--- config.mk ---
export PLATFORM = sky130hd
export DESIGN_NAME = odd_siralayici
export DESIGN_NICKNAME = d
export VERILOG_FILES = /design/src/rtl/odd_siralayici_pkg.sv /design/src/rtl/odd_siralayici.sv
export SDC_FILE = /design/constraint.sdc
export NUM_CORES = 1
export LEC_CHECK = 0
export CORE_AREA = 2 2 155 157
export CTS_BUF_LIST = sky130_fd_sc_hd__clkbuf_8
export DETAILED_ROUTE_END_ITERATION = 16
export DIE_AREA = 0 0 157 159
export GPL_TIMING_DRIVEN = 0
export PLACE_DENSITY_LB_ADDON = 0.05
export SLEW_MARGIN = 20
export SYNTH_ARGS = -nofsm -noshare
export SYNTH_HDL_FRONTEND = slang
export SYNTH_SLANG_ARGS = --single-unit
--- constraint.sdc ---
create_clock -name clk_i -period 2.1 [get_ports clk_i]
set_input_delay 0.42 -clock clk_i [delete_from_list [all_inputs] [get_ports clk_i]]
set_output_delay 0.42 -clock clk_i [all_outputs]
set_load 0.02 [all_outputs]
--- src/rtl/odd_siralayici_pkg.sv ---
// Shared definitions for the trap sequencer: FSM encoding, interrupt codes,
// MSTATUS/MIE bit positions and the machine-mode CSR addresses it writes.
package odd_siralayici_pkg;

    typedef enum logic [2:0] {
        BOSTA     = 3'd0,
        BEKLE     = 3'd1,
        Y_MEPC    = 3'd2,
        Y_MCAUSE  = 3'd3,
        Y_MTVAL   = 3'd4,
        Y_MSTATUS = 3'd5,
        YONLENDIR = 3'd6
    } odd_durum_e;

    // Interrupt cause codes
    localparam int unsigned KESME_KOD_MEI = 11;
    localparam int unsigned KESME_KOD_MTI = 7;

    // Reserved exception code that marks an MRET report
    localparam int unsigned EXC_CODE_MRET = 31;

    // MSTATUS / MIE bit indices
    localparam int unsigned MSTATUS_MIE_BIT  = 3;
    localparam int unsigned MSTATUS_MPIE_BIT = 7;
    localparam int unsigned MSTATUS_MPP_BIT  = 11;
    localparam int unsigned MIE_MTIE_BIT     = 7;
    localparam int unsigned MIE_MEIE_BIT     = 11;

    localparam logic [1:0] PRIV_MACHINE = 2'b11;

    // CSR addresses
    localparam logic [11:0] CSR_MSTATUS = 12'h300;
    localparam logic [11:0] CSR_MEPC    = 12'h341;
    localparam logic [11:0] CSR_MCAUSE  = 12'h342;
    localparam logic [11:0] CSR_MTVAL   = 12'h343;

endpackage

--- src/rtl/odd_siralayici.sv ---
// Trap sequencer in front of the CSR unit.
// Selects one exception / MRET / interrupt, writes MEPC, MCAUSE, MTVAL and
// MSTATUS through a ready/valid CSR write port, then redirects fetch with a
// one-cycle flush. The pipeline is stalled from detection up to the redirect.
// Ports: clk_i/rstn_i (async active-low); coz/yurut/bellek trap reports;
// yurut_odd_bilgi_i (MTVAL); emekli_ps_i/emekli_gecerli_i (interrupt MEPC);
// meip_i/mtip_i; current mstatus/mie/mtvec/mepc and their valid flags;
// csr_yaz_* write port; duraklat_o (combinational stall), bosalt_o,
// getir_ps_o/getir_ps_gecerli_o redirect.
// Build option: ODD_VEKTORLU_EN enables vectored interrupt redirect when
// mtvec_i[1:0]==1 (base + 4*code); otherwise every trap goes to the base.
module odd_siralayici
    import odd_siralayici_pkg::*;
#(
    parameter int unsigned MXLEN         = 32,
    parameter int unsigned PS_BIT        = 32,
    parameter int unsigned EXC_CODE_BIT  = 5,
    parameter int unsigned CSR_ADRES_BIT = 12
) (
    input  logic                     clk_i,
    input  logic                     rstn_i,
    input  logic [PS_BIT-1:0]        coz_odd_ps_i,
    input  logic [EXC_CODE_BIT-1:0]  coz_odd_kod_i,
    input  logic                     coz_odd_gecerli_i,
    input  logic [PS_BIT-1:0]        yurut_odd_ps_i,
    input  logic [EXC_CODE_BIT-1:0]  yurut_odd_kod_i,
    input  logic                     yurut_odd_gecerli_i,
    input  logic [MXLEN-1:0]         yurut_odd_bilgi_i,
    input  logic [PS_BIT-1:0]        bellek_odd_ps_i,
    input  logic [EXC_CODE_BIT-1:0]  bellek_odd_kod_i,
    input  logic                     bellek_odd_gecerli_i,
    input  logic [PS_BIT-1:0]        emekli_ps_i,
    input  logic                     emekli_gecerli_i,
    input  logic                     meip_i,
    input  logic                     mtip_i,
    input  logic [MXLEN-1:0]         mstatus_i,
    input  logic [MXLEN-1:0]         mie_i,
    input  logic [MXLEN-1:0]         mtvec_i,
    input  logic [MXLEN-1:0]         mepc_i,
    input  logic                     mtvec_gecerli_i,
    input  logic                     mepc_gecerli_i,
    output logic [CSR_ADRES_BIT-1:0] csr_yaz_adres_o,
    output logic [MXLEN-1:0]         csr_yaz_veri_o,
    output logic                     csr_yaz_gecerli_o,
    input  logic                     csr_yaz_hazir_i,
    output logic                     duraklat_o,
    output logic                     bosalt_o,
    output logic [PS_BIT-1:0]        getir_ps_o,
    output logic                     getir_ps_gecerli_o
);

    odd_durum_e durum_q, durum_d;

    logic [PS_BIT-1:0]        ps_q, ps_d, hedef_q, hedef_d, sec_ps, tvec_hedef, getir_ps_d;
    logic [EXC_CODE_BIT-1:0]  kod_q, kod_d, sec_kod;
    logic [MXLEN-1:0]         tval_q, tval_d, mcause, mstatus_yeni, veri_d;
    logic [CSR_ADRES_BIT-1:0] adres_d;
    logic kesme_q, kesme_d, mret_q, mret_d;
    logic sec_gecerli, sec_kesme, sec_mret, sec_yurut, mei_istek, mti_istek;
    logic yaz_gecerli_d, bosalt_d, getir_gecerli_d;
    logic unused;

    assign unused = ^{mie_i, mtvec_i[1:0]};

    assign mei_istek = mstatus_i[MSTATUS_MIE_BIT] & mie_i[MIE_MEIE_BIT] & meip_i & emekli_gecerli_i;
    assign mti_istek = mstatus_i[MSTATUS_MIE_BIT] & mie_i[MIE_MTIE_BIT] & mtip_i & emekli_gecerli_i;

    // Trap source selection: bellek > yurut > coz > MEI > MTI
    always_comb begin
        sec_gecerli = 1'b0;
        sec_kesme   = 1'b0;
        sec_yurut   = 1'b0;
        sec_ps      = '0;
        sec_kod     = '0;
        if (bellek_odd_gecerli_i) begin
            sec_gecerli = 1'b1;
            sec_ps      = bellek_odd_ps_i;
            sec_kod     = bellek_odd_kod_i;
        end else if (yurut_odd_gecerli_i) begin
            sec_gecerli = 1'b1;
            sec_yurut   = 1'b1;
            sec_ps      = yurut_odd_ps_i;
            sec_kod     = yurut_odd_kod_i;
        end else if (coz_odd_gecerli_i) begin
            sec_gecerli = 1'b1;
            sec_ps      = coz_odd_ps_i;
            sec_kod     = coz_odd_kod_i;
        end else if (mei_istek) begin
            sec_gecerli = 1'b1;
            sec_kesme   = 1'b1;
            sec_ps      = emekli_ps_i;
            sec_kod     = EXC_CODE_BIT'(KESME_KOD_MEI);
        end else if (mti_istek) begin
            sec_gecerli = 1'b1;
            sec_kesme   = 1'b1;
            sec_ps      = emekli_ps_i;
            sec_kod     = EXC_CODE_BIT'(KESME_KOD_MTI);
        end
        sec_mret = sec_gecerli & ~sec_kesme & (sec_kod == EXC_CODE_BIT'(EXC_CODE_MRET));
    end

    // CSR write payloads derived from the captured trap
    always_comb begin
        mcause                    = '0;
        mcause[EXC_CODE_BIT-1:0]  = kod_q;
        mcause[MXLEN-1]           = kesme_q;

        mstatus_yeni = mstatus_i;
        if (mret_q) begin
            mstatus_yeni[MSTATUS_MIE_BIT]  = mstatus_i[MSTATUS_MPIE_BIT];
            mstatus_yeni[MSTATUS_MPIE_BIT] = 1'b1;
        end else begin
            mstatus_yeni[MSTATUS_MPIE_BIT]   = mstatus_i[MSTATUS_MIE_BIT];
            mstatus_yeni[MSTATUS_MIE_BIT]    = 1'b0;
            mstatus_yeni[MSTATUS_MPP_BIT +: 2] = PRIV_MACHINE;
        end

        tvec_hedef = PS_BIT'({mtvec_i[MXLEN-1:2], 2'b00});
`ifdef ODD_VEKTORLU_EN
        if (kesme_q && (mtvec_i[1:0] == 2'b01)) begin
            tvec_hedef = tvec_hedef + PS_BIT'({kod_q, 2'b00});
        end
`endif
    end

    // Next state, captured trap and registered output values
    always_comb begin
        durum_d         = durum_q;
        ps_d            = ps_q;
        kod_d           = kod_q;
        tval_d          = tval_q;
        kesme_d         = kesme_q;
        mret_d          = mret_q;
        hedef_d         = hedef_q;
        adres_d         = '0;
        veri_d          = '0;
        yaz_gecerli_d   = 1'b0;
        bosalt_d        = 1'b0;
        getir_ps_d      = '0;
        getir_gecerli_d = 1'b0;

        unique case (durum_q)
            BOSTA: begin
                if (sec_gecerli) begin
                    durum_d = BEKLE;
                    ps_d    = sec_ps;
                    kod_d   = sec_kod;
                    kesme_d = sec_kesme;
                    mret_d  = sec_mret;
                    tval_d  = sec_yurut ? yurut_odd_bilgi_i : '0;
                end
            end
            BEKLE: begin
                // Redirect target is latched once the CSR it depends on is settled
                if (mret_q ? mepc_gecerli_i : mtvec_gecerli_i) begin
                    durum_d = mret_q ? Y_MSTATUS : Y_MEPC;
                    hedef_d = mret_q ? PS_BIT'(mepc_i) : tvec_hedef;
                end
            end
            Y_MEPC:    if (csr_yaz_hazir_i) durum_d = Y_MCAUSE;
            Y_MCAUSE:  if (csr_yaz_hazir_i) durum_d = Y_MTVAL;
            Y_MTVAL:   if (csr_yaz_hazir_i) durum_d = Y_MSTATUS;
            Y_MSTATUS: if (csr_yaz_hazir_i) durum_d = YONLENDIR;
            YONLENDIR: durum_d = BOSTA;
            default:   durum_d = BOSTA;
        endcase

        // Outputs decoded from the state being entered so they register with it
        unique case (durum_d)
            Y_MEPC: begin
                yaz_gecerli_d = 1'b1;
                adres_d       = CSR_ADRES_BIT'(CSR_MEPC);
                veri_d        = MXLEN'(ps_q);
            end
            Y_MCAUSE: begin
                yaz_gecerli_d = 1'b1;
                adres_d       = CSR_ADRES_BIT'(CSR_MCAUSE);
                veri_d        = mcause;
            end
            Y_MTVAL: begin
                yaz_gecerli_d = 1'b1;
                adres_d       = CSR_ADRES_BIT'(CSR_MTVAL);
                veri_d        = tval_q;
            end
            Y_MSTATUS: begin
                yaz_gecerli_d = 1'b1;
                adres_d       = CSR_ADRES_BIT'(CSR_MSTATUS);
                // Hold the value computed on entry so data stays stable while waiting
                veri_d        = (durum_q == Y_MSTATUS) ? csr_yaz_veri_o : mstatus_yeni;
            end
            YONLENDIR: begin
                bosalt_d        = 1'b1;
                getir_gecerli_d = 1'b1;
                getir_ps_d      = hedef_q;
            end
            default: ;
        endcase
    end

    // Stall asserts in the detection cycle itself, hence combinational
    assign duraklat_o = rstn_i & (((durum_q == BOSTA) & sec_gecerli) |
                                  ((durum_q != BOSTA) & (durum_q != YONLENDIR)));

    // State, captured trap and output registers
    always_ff @(posedge clk_i or negedge rstn_i) begin
        if (!rstn_i) begin
            durum_q            <= BOSTA;
            ps_q               <= '0;
            kod_q              <= '0;
            tval_q             <= '0;
            kesme_q            <= 1'b0;
            mret_q             <= 1'b0;
            hedef_q            <= '0;
            csr_yaz_adres_o    <= '0;
            csr_yaz_veri_o     <= '0;
            csr_yaz_gecerli_o  <= 1'b0;
            bosalt_o           <= 1'b0;
            getir_ps_o         <= '0;
            getir_ps_gecerli_o <= 1'b0;
        end else begin
            durum_q            <= durum_d;
            ps_q               <= ps_d;
            kod_q              <= kod_d;
            tval_q             <= tval_d;
            kesme_q            <= kesme_d;
            mret_q             <= mret_d;
            hedef_q            <= hedef_d;
            csr_yaz_adres_o    <= adres_d;
            csr_yaz_veri_o     <= veri_d;
            csr_yaz_gecerli_o  <= yaz_gecerli_d;
            bosalt_o           <= bosalt_d;
            getir_ps_o         <= getir_ps_d;
            getir_ps_gecerli_o <= getir_gecerli_d;
        end
    end

endmodule
## Yosys cells after proc, flatten, opt, wreduce, memory -nomap -nowiden

Index checks and enable logic that the tools add are counted.

- Input bits: 314
- Register bits after elaboration: 184
- Word-level logic and storage cells: 83
- Output and inout bits: 80

- Bitwise logic cells: 13
- Reduce and logical (&&, ||, !) cells: 5
- Equal/unequal tests: 13
- Mux-type cells: 40

Operators by type and width:

| operator | number |
|---|---|
| $mux W32 | 9 |
| $pmux W32 S4 | 1 |
| $pmux W10 S4 | 1 |
| $mux W3 | 8 |
| $pmux W3 S6 | 1 |
| $eq A3 B3 Y1 const B | 5 |
| $mux W1 | 15 |
| $mux W5 | 3 |
| $eq A3 B2 Y1 const B | 4 |
| $and A1 B1 Y1 | 11 |
| $eq A5 B5 Y1 const B | 1 |
| $mux W4 | 1 |
| $reduce_and A2 Y1 | 2 |
| $reduce_or A4 Y1 | 1 |
| $eq A3 B1 Y1 const B | 1 |
| $logic_not A3 Y1 | 1 |
| $ne A3 B3 Y1 const B | 1 |
| $reduce_bool A3 Y1 | 1 |
| $mux W2 | 1 |
| $ne A2 B2 Y1 const B | 1 |
| $not A1 Y1 | 1 |
| $or A1 B1 Y1 | 1 |

## Logic depth before layout (Yosys ltp)

Gate-level depths: netlist (run 1).

- Word-level depth: 13
- Gate-level depth with buffers: 8
- Mapped depth without buffers: 4

## Worst setup path after synthesis (run 1)

OpenSTA, ideal clock, no wires.

- Path kind: input-to-reg
- Start: input port yurut_odd_gecerli_i
- End: register ps_q[19]
- Stages: 8
- Data required time: 2.035 ns
- Setup time: 0.065 ns
- Arrival: 1.900 ns
- Slack: 0.135 ns
- Path buffers: 4
- Path through: buf_2 -> or3_1 -> buf_2 -> or3_1 -> buf_2 -> buf_6 -> o221ai_2 -> mux2_1

- Word-level cells in the longest chain between the ends: 3
- Elaborated cells on any way between the ends: 5
- Classes of those cells: mux: 4; reduce/logical: 1

Ends and longest elaborated chain:

| element | line | source |
|---|---|---|
| from (decl) | odd_siralayici.sv:27 | `input logic yurut_odd_gecerli_i,` |
| $mux W1 | odd_siralayici.sv:79 | `end else if (yurut_odd_gecerli_i) begin` |
| $mux W1 | odd_siralayici.sv:75 | `if (bellek_odd_gecerli_i) begin` |
| $reduce_and A2 Y1 (no source line) | n/a |  |
| to (signal assigned) | odd_siralayici.sv:222 | `ps_q <= ps_d;` |
| to (decl) | odd_siralayici.sv:54 | `logic [PS_BIT-1:0] ps_q, ps_d, hedef_q, hedef_d, sec_ps, tvec_hedef, getir_ps_d;` |

Several ways; a longest one is shown, not always the timed one.
A chain may end at the register's enable or synchronous reset.

## Final worst setup path (run 1)

- Start: input port coz_odd_gecerli_i
- End: output port duraklat_o

- Word-level cells in the longest chain between the ends: 6

Ends and longest elaborated chain:

| element | line | source |
|---|---|---|
| from (decl) | odd_siralayici.sv:24 | `input logic coz_odd_gecerli_i,` |
| $mux W1 | odd_siralayici.sv:84 | `end else if (coz_odd_gecerli_i) begin` |
| $mux W1 | odd_siralayici.sv:79 |  |
| $mux W1 | odd_siralayici.sv:75 |  |
| $and A1 B1 Y1 | odd_siralayici.sv:201 | `assign duraklat_o = rstn_i & (((durum_q == BOSTA) & sec_gecerli) \|` |
| $or A1 B1 Y1 | odd_siralayici.sv:201 |  |
| $and A1 B1 Y1 | odd_siralayici.sv:201 |  |
| to (decl) | odd_siralayici.sv:46 | `output logic duraklat_o,` |

Every way passes these cells.

==> flow_summary.toml, run 1 <==
[timing]
final_hold_viol_count = 77
setup_violations = 1
rsz0062_at_grt = "true"
report.final.slew_viol_count = 0
hold-worst-slack_ns = -0.0933
fmax_mhz = 451
period_share_pct = 106
relSlewSlack_pct = 54.6
tightest_slew_ns = 0.678
clock_skew_ns = 0.0162
setup_tns_ns = -0.118
period_needed_ns = 2.22
setup_ws_ns = -0.118

[global_route]
antenna_found_initial = 0
grt_max_degree = 88
track_usage_pct = 24.0
grt_pass1_vias = 8189
grt_pass1_wl_mm = 45.9
globalRouteOverflowTotal = 0

[worst_setup_path]
worstReg2RegEnd = "csr_yaz_veri_o[12]"
crit_required_ns = 1.68
criticalPathCategory = "in -> out"
cp-startpoint = "coz_odd_gecerli_i"
setup.worst_path.start_class = "primary input"
crit_arrival_ns = 1.80
ff2ff_setup_slack_ns = 0.01
critPathCapture = "duraklat_o"
crit_path_end_kind = "output pin"
rr_worst_depth = 8
r2r-start = "durum_q[1]"
crit_fanout = 7

[clock_tree]
cts_max_path_buffers = 2
clk_latency_ns = 0.48
cts_tree = "yes"
cts_buffers = 17
hold_buffers = 1
cts.sinks = 175
h-tree-depth = 4
clk_pin_slew_ns = 0.11
cts-root-buf = "clkbuf_8"

[routing]
drt_iter0_markers = 457
wl_mm = 30.5
ant_nets = 0
drt-pass1-iter-count = 5
viasPerCell = 5.00
route.detailed.drc = 0
routedWlPerCell_um = 19.0
vias = 8009

[cells_and_area]
drive_above_1_share_pct = 12.6
final_common_cell = "clkdlybuf4s50_1"
syn2layout_area_growth_pct = 54.5
nets = 1584
mostFrequentLayoutCells = "clkdlybuf4s50_1 (344), dfrtp_1 (173), nand2_1 (108), inv_1 (73), nor2_1 (65)"
diodes = 0
instances_no_fill = 1602

[logic_synthesis]
ys_seq_area_share_pct = 49.8
syn_inst = 875
async_flop_share_pct = 100
syn_area_um2 = 8790
syn_avg_cell_area_um2 = 10.0
synth_seq_cells = 175
synthDistinctLibCells = 50
synth_warnings = 0
yosys_most_used_dff = "dfrtp_1"
synth_edf_count = 0

[placed_design]
io_buffers = 352
dp_hpwl_mm = 22.7
gp_congestion = 0.798
dp_cells = 1554
dp_slack_ns = -0.819

[floorplan]
rows = 56
die_h_um = 159
initial_core_util_pct = 37.9
dieArea_um2 = 25000
io_pins = 394
die_w_um = 157
core_area_um2 = 23200

[power]
intPower_w = 0.00896
combPwrFrac_pct = 45.5
power_w = 0.0146
powerDensity_nw_per_um2 = 1070
power_frac_seq_pct = 37.3
switchingPower_w = 0.00561
swShare_pct = 38.5
clockPowerShare_pct = 17.2
p_leak_nw = 5.65
vdd_drop_max_mv = 0.486

[run_status]
status = "finished with violations"
violations = "negative hold slack, negative setup slack"

[flow_run]
drv_cap = 0

[min_path]
hold_path.class = "in -> async"
==> registers in the layout (all words and copies together), names as in the netlist <==
signal and cells:
getir_ps_gecerli_o 1, kod_q 5, durum_q 3, getir_ps_o 32, csr_yaz_veri_o 32, mret_q 1, ps_q 32, tval_q 32
hedef_q 32, csr_yaz_adres_o 4, kesme_q 1
==> metrics by stage <==
step	utilization, %	instance area (µm²)
2_1_floorplan	-	8810
6_report	58.5	13600
3_3_place_gp	54.9	12700
4_1_cts	57.7	13400
5_1_grt	58.5	13600
3_5_place_dp	55.2	12800
==> timing repair <==
item / 4_1_cts / 5_1_grt
pin swaps: 8 / 9
endpoints found under the setup margin: 108 / 76
setup buffers: 9 / 10
endpoints found under the hold margin: 12 / 69
cloned: 0 / 1
resized for setup: 45 / 45
==> critical path: stages <==
cell and delay [ns]:
clkdlybuf4s15_2 0.23, or3_1 0.37, buf_4 0.16, o31a_1 0.28, o21a_1 0.19, buf_6 0.13
==> cell type report <==
class / count / area, µm²
well taps: 319 / 399
flip-flops and latches: 175 / 4380
repair buffers: 375 / 3770
fillers: 2070 / 9610
inverters: 73 / 274
plain buffers: 82 / 508
multi-input cells: 546 / 3830
clock inverters: 14 / 165
clock buffers: 18 / 248
==> synthesized netlist by cell type, drive strengths merged, types with 2 or more instances <==
cell / number / share of area [%]
clkbuf: 43 / 1.8
inv: 73 / 3.1
o22ai: 34 / 2.4
o221ai: 33 / 5.5
o211a: 2 / 0.23
or3b: 2 / 0.20
a22oi: 60 / 5.1
nand2b: 5 / 0.36
o211ai: 33 / 2.8
or3: 2 / 0.14
a221o: 2 / 0.23
or2: 3 / 0.21
nor2: 66 / 2.8
nand3: 2 / 0.11
nor2b: 6 / 0.43
nand3b: 3 / 0.26
nand4b: 2 / 0.20
o21a: 4 / 0.34
buf: 44 / 3.0
nand2: 108 / 4.6
a21oi: 13 / 0.74
nor3b: 2 / 0.17
dfrtp: 175 / 50
mux2i: 36 / 4.1
nand4: 31 / 2.2
a222oi: 6 / 0.68
o32ai: 2 / 0.28
nor3: 5 / 0.34
mux2: 32 / 4.1
and2: 33 / 2.3
a31oi: 2 / 0.14
==> routing by layer <==
metal,wire length [µm],global-route usage (%),share of wire (%),vias to the layer above
met5,0,0,0,-
li1,-,-,-,3867
met2,15300,41.6,50,288
met3,2140,6.37,7.0,31
met4,464,6.38,1.5,0
met1,12600,29.5,41,3823
==> worst min-delay path by stage <==
stage	from	end	slack [ns]	cells past startpoint
CTS	rstn_i	getir_ps_o[26]	-0.07	2
global route	rstn_i	getir_ps_o[26]	-0.07	2
finish	rstn_i	getir_ps_o[26]	-0.09	2
global placement	hedef_q[24]	getir_ps_o[24]	0.46	1
detailed placement	rstn_i	getir_ps_gecerli_o	0.23	1
floorplan	rstn_i	csr_yaz_adres_o[0]	0.12	0
==> power groups by stage <==
stage	Sequential, W	Combinational (W)	Clock, W
final	0.00544	0.00663	0.00250
after CTS	0.00542	0.00628	0.00254
after global routing	0.00560	0.00720	0.00266
after floorplan	0.00573	0.00313	0
after global placement	0.00543	0.00594	0
after detailed placement	0.00545	0.00604	0
==> cells by family after synthesis <==
family,share of synthesized area [%]
buf+inv,7.95
compound gates,19.1
flops,49.8
simple gates,14.8
xor+xnor,0.0997
other cells,0.0427
mux,8.20
(Power assumes the default switching activity.)
==> inputs of run 2 (changes only) <==
CAP_MARGIN = 5   (was not set)
GPL_TIMING_DRIVEN = not set   (was 0)
==> run 2 against run 1 <==
Net effect: the run now ends clean; clock skew is 0.013 ns higher; cell count is 2.3% lower; clock-buffer cell count down 1; sequential share of layout area is 0.087 points lower; critical path depth down 2; die area is the same; flip-flop and latch count is the same; utilization increased by 0.12 points; highest routed layer is now met5.
==> flow_summary.toml, run 2 (synthesis gave the netlist of run 1 again) <==
[cells_and_area]
final_common_cell = "clkdlybuf4s50_1"
mostFrequentLayoutCells = "clkdlybuf4s50_1 (345), dfrtp_1 (175), nand2_1 (108), inv_1 (73), nor2_1 (65)"
fin_util_pct = 58.7
nets = 1546
finalInstanceArea_um2 = 13600
drive_above_1_share_pct = 12.4
syn2layout_area_growth_pct = 54.8

[global_route]
globalRouteOverflowTotal = 0
gr-usage-met1_pct = 30.8
track_usage_pct = 23.8
grt_pass1_vias = 8105
use_met3_pct = 5.06
busiest_layer = "met2"
antenna_found_initial = 3
grt_pass1_wl_mm = 46.1
grt_max_degree = 176
use_met2_pct = 40.2

[timing]
relSlewSlack_pct = 34.5
clock_skew_ns = 0.0294
rsz0062_at_grt = "true"
setup_tns_ns = 0
setup_violations = 0
fmax_mhz = 481
period_share_pct = 99.0
hold-worst-slack_ns = 0.109
period_needed_ns = 2.08
final_hold_viol_count = 0
report.final.slew_viol_count = 0
tightest_slew_ns = 0.983

[routing]
routedWlPerCell_um = 19.0
route.detailed.drc = 0
ant_nets = 0
vias = 7942
drt_iter0_markers = 560
wl_mm = 29.7
viasPerCell = 5.07
drt-pass1-iter-count = 6

[worst_setup_path]
slowest_stage = "dfrtp_1"
crit_arrival_ns = 1.66
criticalPathCategory = "reg -> out"
crit_fanout = 2
slowest_delay_ns = 0.39
r2r-start = "durum_q[1]"
cp_top_family = "compound AO/OA/AOI/OAI gates"
rr_worst_depth = 6
crit_required_ns = 1.68
worstReg2RegEnd = "csr_yaz_veri_o[18]"
crit_buf_inv = 1
setup.worst_path.start_class = "flip-flop"
worstPathCellList = "or2_4 -> o31a_1 -> o21a_1 -> buf_6"
crit_path_end_kind = "output pin"
ff2ff_setup_slack_ns = 0.12

[clock_tree]
cts_max_path_buffers = 2
cts_tree = "yes"
clk_latency_ns = 0.48
cts-root-buf = "clkbuf_8"
cts_buffers = 17
cts.sinks = 175
clk_pin_slew_ns = 0.11
h-tree-depth = 4

[floorplan]
core_area_um2 = 23200
die_h_um = 159
initial_core_util_pct = 37.9
rows = 56
io_pins = 394
die_w_um = 157
dieArea_um2 = 25000

[placed_design]
io_buffers = 354
gp_congestion = 0.794
dp_hpwl_mm = 21.3
placed_area_um2 = 13100

[power]
powerDensity_nw_per_um2 = 1080
p_leak_nw = 5.63
vdd_drop_max_mv = 0.487
power_w = 0.0147

[run_status]
status = "finished clean"

[flow_run]
drv_cap = 0

[min_path]
hold_path.class = "in -> async"
[run 2: cell count changes in the layout (fill, tap and decap cells not counted), moves of 5 or more]
cell and delta:
clkbuf_1 -29, buf_12 +18, clkbuf_2 -6, clkbuf_4 -7, buf_2 -13, buf_6 -5, buf_8 -5, buf_4 +11
[run 2: stage by stage]
step	worst slack, ns	std cells
after floorplan	0.135	881
after global placement	-0.502	1526
after detailed placement	-0.523	1526
after CTS	-0.0129	1563
after global routing	-0.0297	1565
final	0.0215	1565
[run 2: how the worst max path moves through the flow]
stage	cells after the start	startpoint	slack (ns)	to
after global routing	4	durum_q[2]	-0.03	duraklat_o
final	4	durum_q[2]	0.02	duraklat_o
after global placement	5	coz_odd_gecerli_i	-0.50	duraklat_o
after CTS	4	durum_q[2]	-0.01	duraklat_o
after detailed placement	5	coz_odd_gecerli_i	-0.52	duraklat_o
after floorplan	8	yurut_odd_gecerli_i	0.13	ps_q[19]
[run 2: final cells by class]
type / count / area (µm²)
Antenna cell: 1 / 2.50
Clock buffer: 17 / 234
Clock inverter: 15 / 196
Fill cell: 2054 / 9590
Inverter: 73 / 274
Multi-Input combinational cell: 546 / 3840
Sequential cell: 175 / 4380
Tap cell: 319 / 399
Timing Repair Buffer: 419 / 4280
[run 2: power by group]
group	total [W]	internal, W	switching (W)	leakage (nW)
registers	0.00547	0.00472	0.000752	2.24
logic	0.00665	0.00329	0.00336	3.17
clock network	0.00261	0.00113	0.00148	0.216
total	0.0147	0.00913	0.00560	5.63
[run 2: repair_timing]
| action | 4_1_cts | 5_1_grt |
|---|---|---|
| setup buffers | 5 | 0 |
| gates resized for setup | 14 | 5 |
| hold buffers | 0 | 0 |
| cloned | 0 | 1 |
| endpoints found under the setup margin | 1 | 22 |
| pin swaps | 5 | 1 |
| hold endpoints to repair | 0 | 0 |
[run 2: routing by layer]
layer | vias up | part of all wire, %
met5 | - | 0.044
met4 | 2 | 1.7
met3 | 27 | 6.4
met2 | 286 | 49
met1 | 3820 | 42
li1 | 3807 | -
[run 2: worst register-to-register path, delay by kind of cell (launching register included)]
kind | cells | cell delay (ns)
simple gates | 2 | 0.64
buf+inv | 2 | 0.44
compound gates | 2 | 0.42
flops | 1 | 0.40
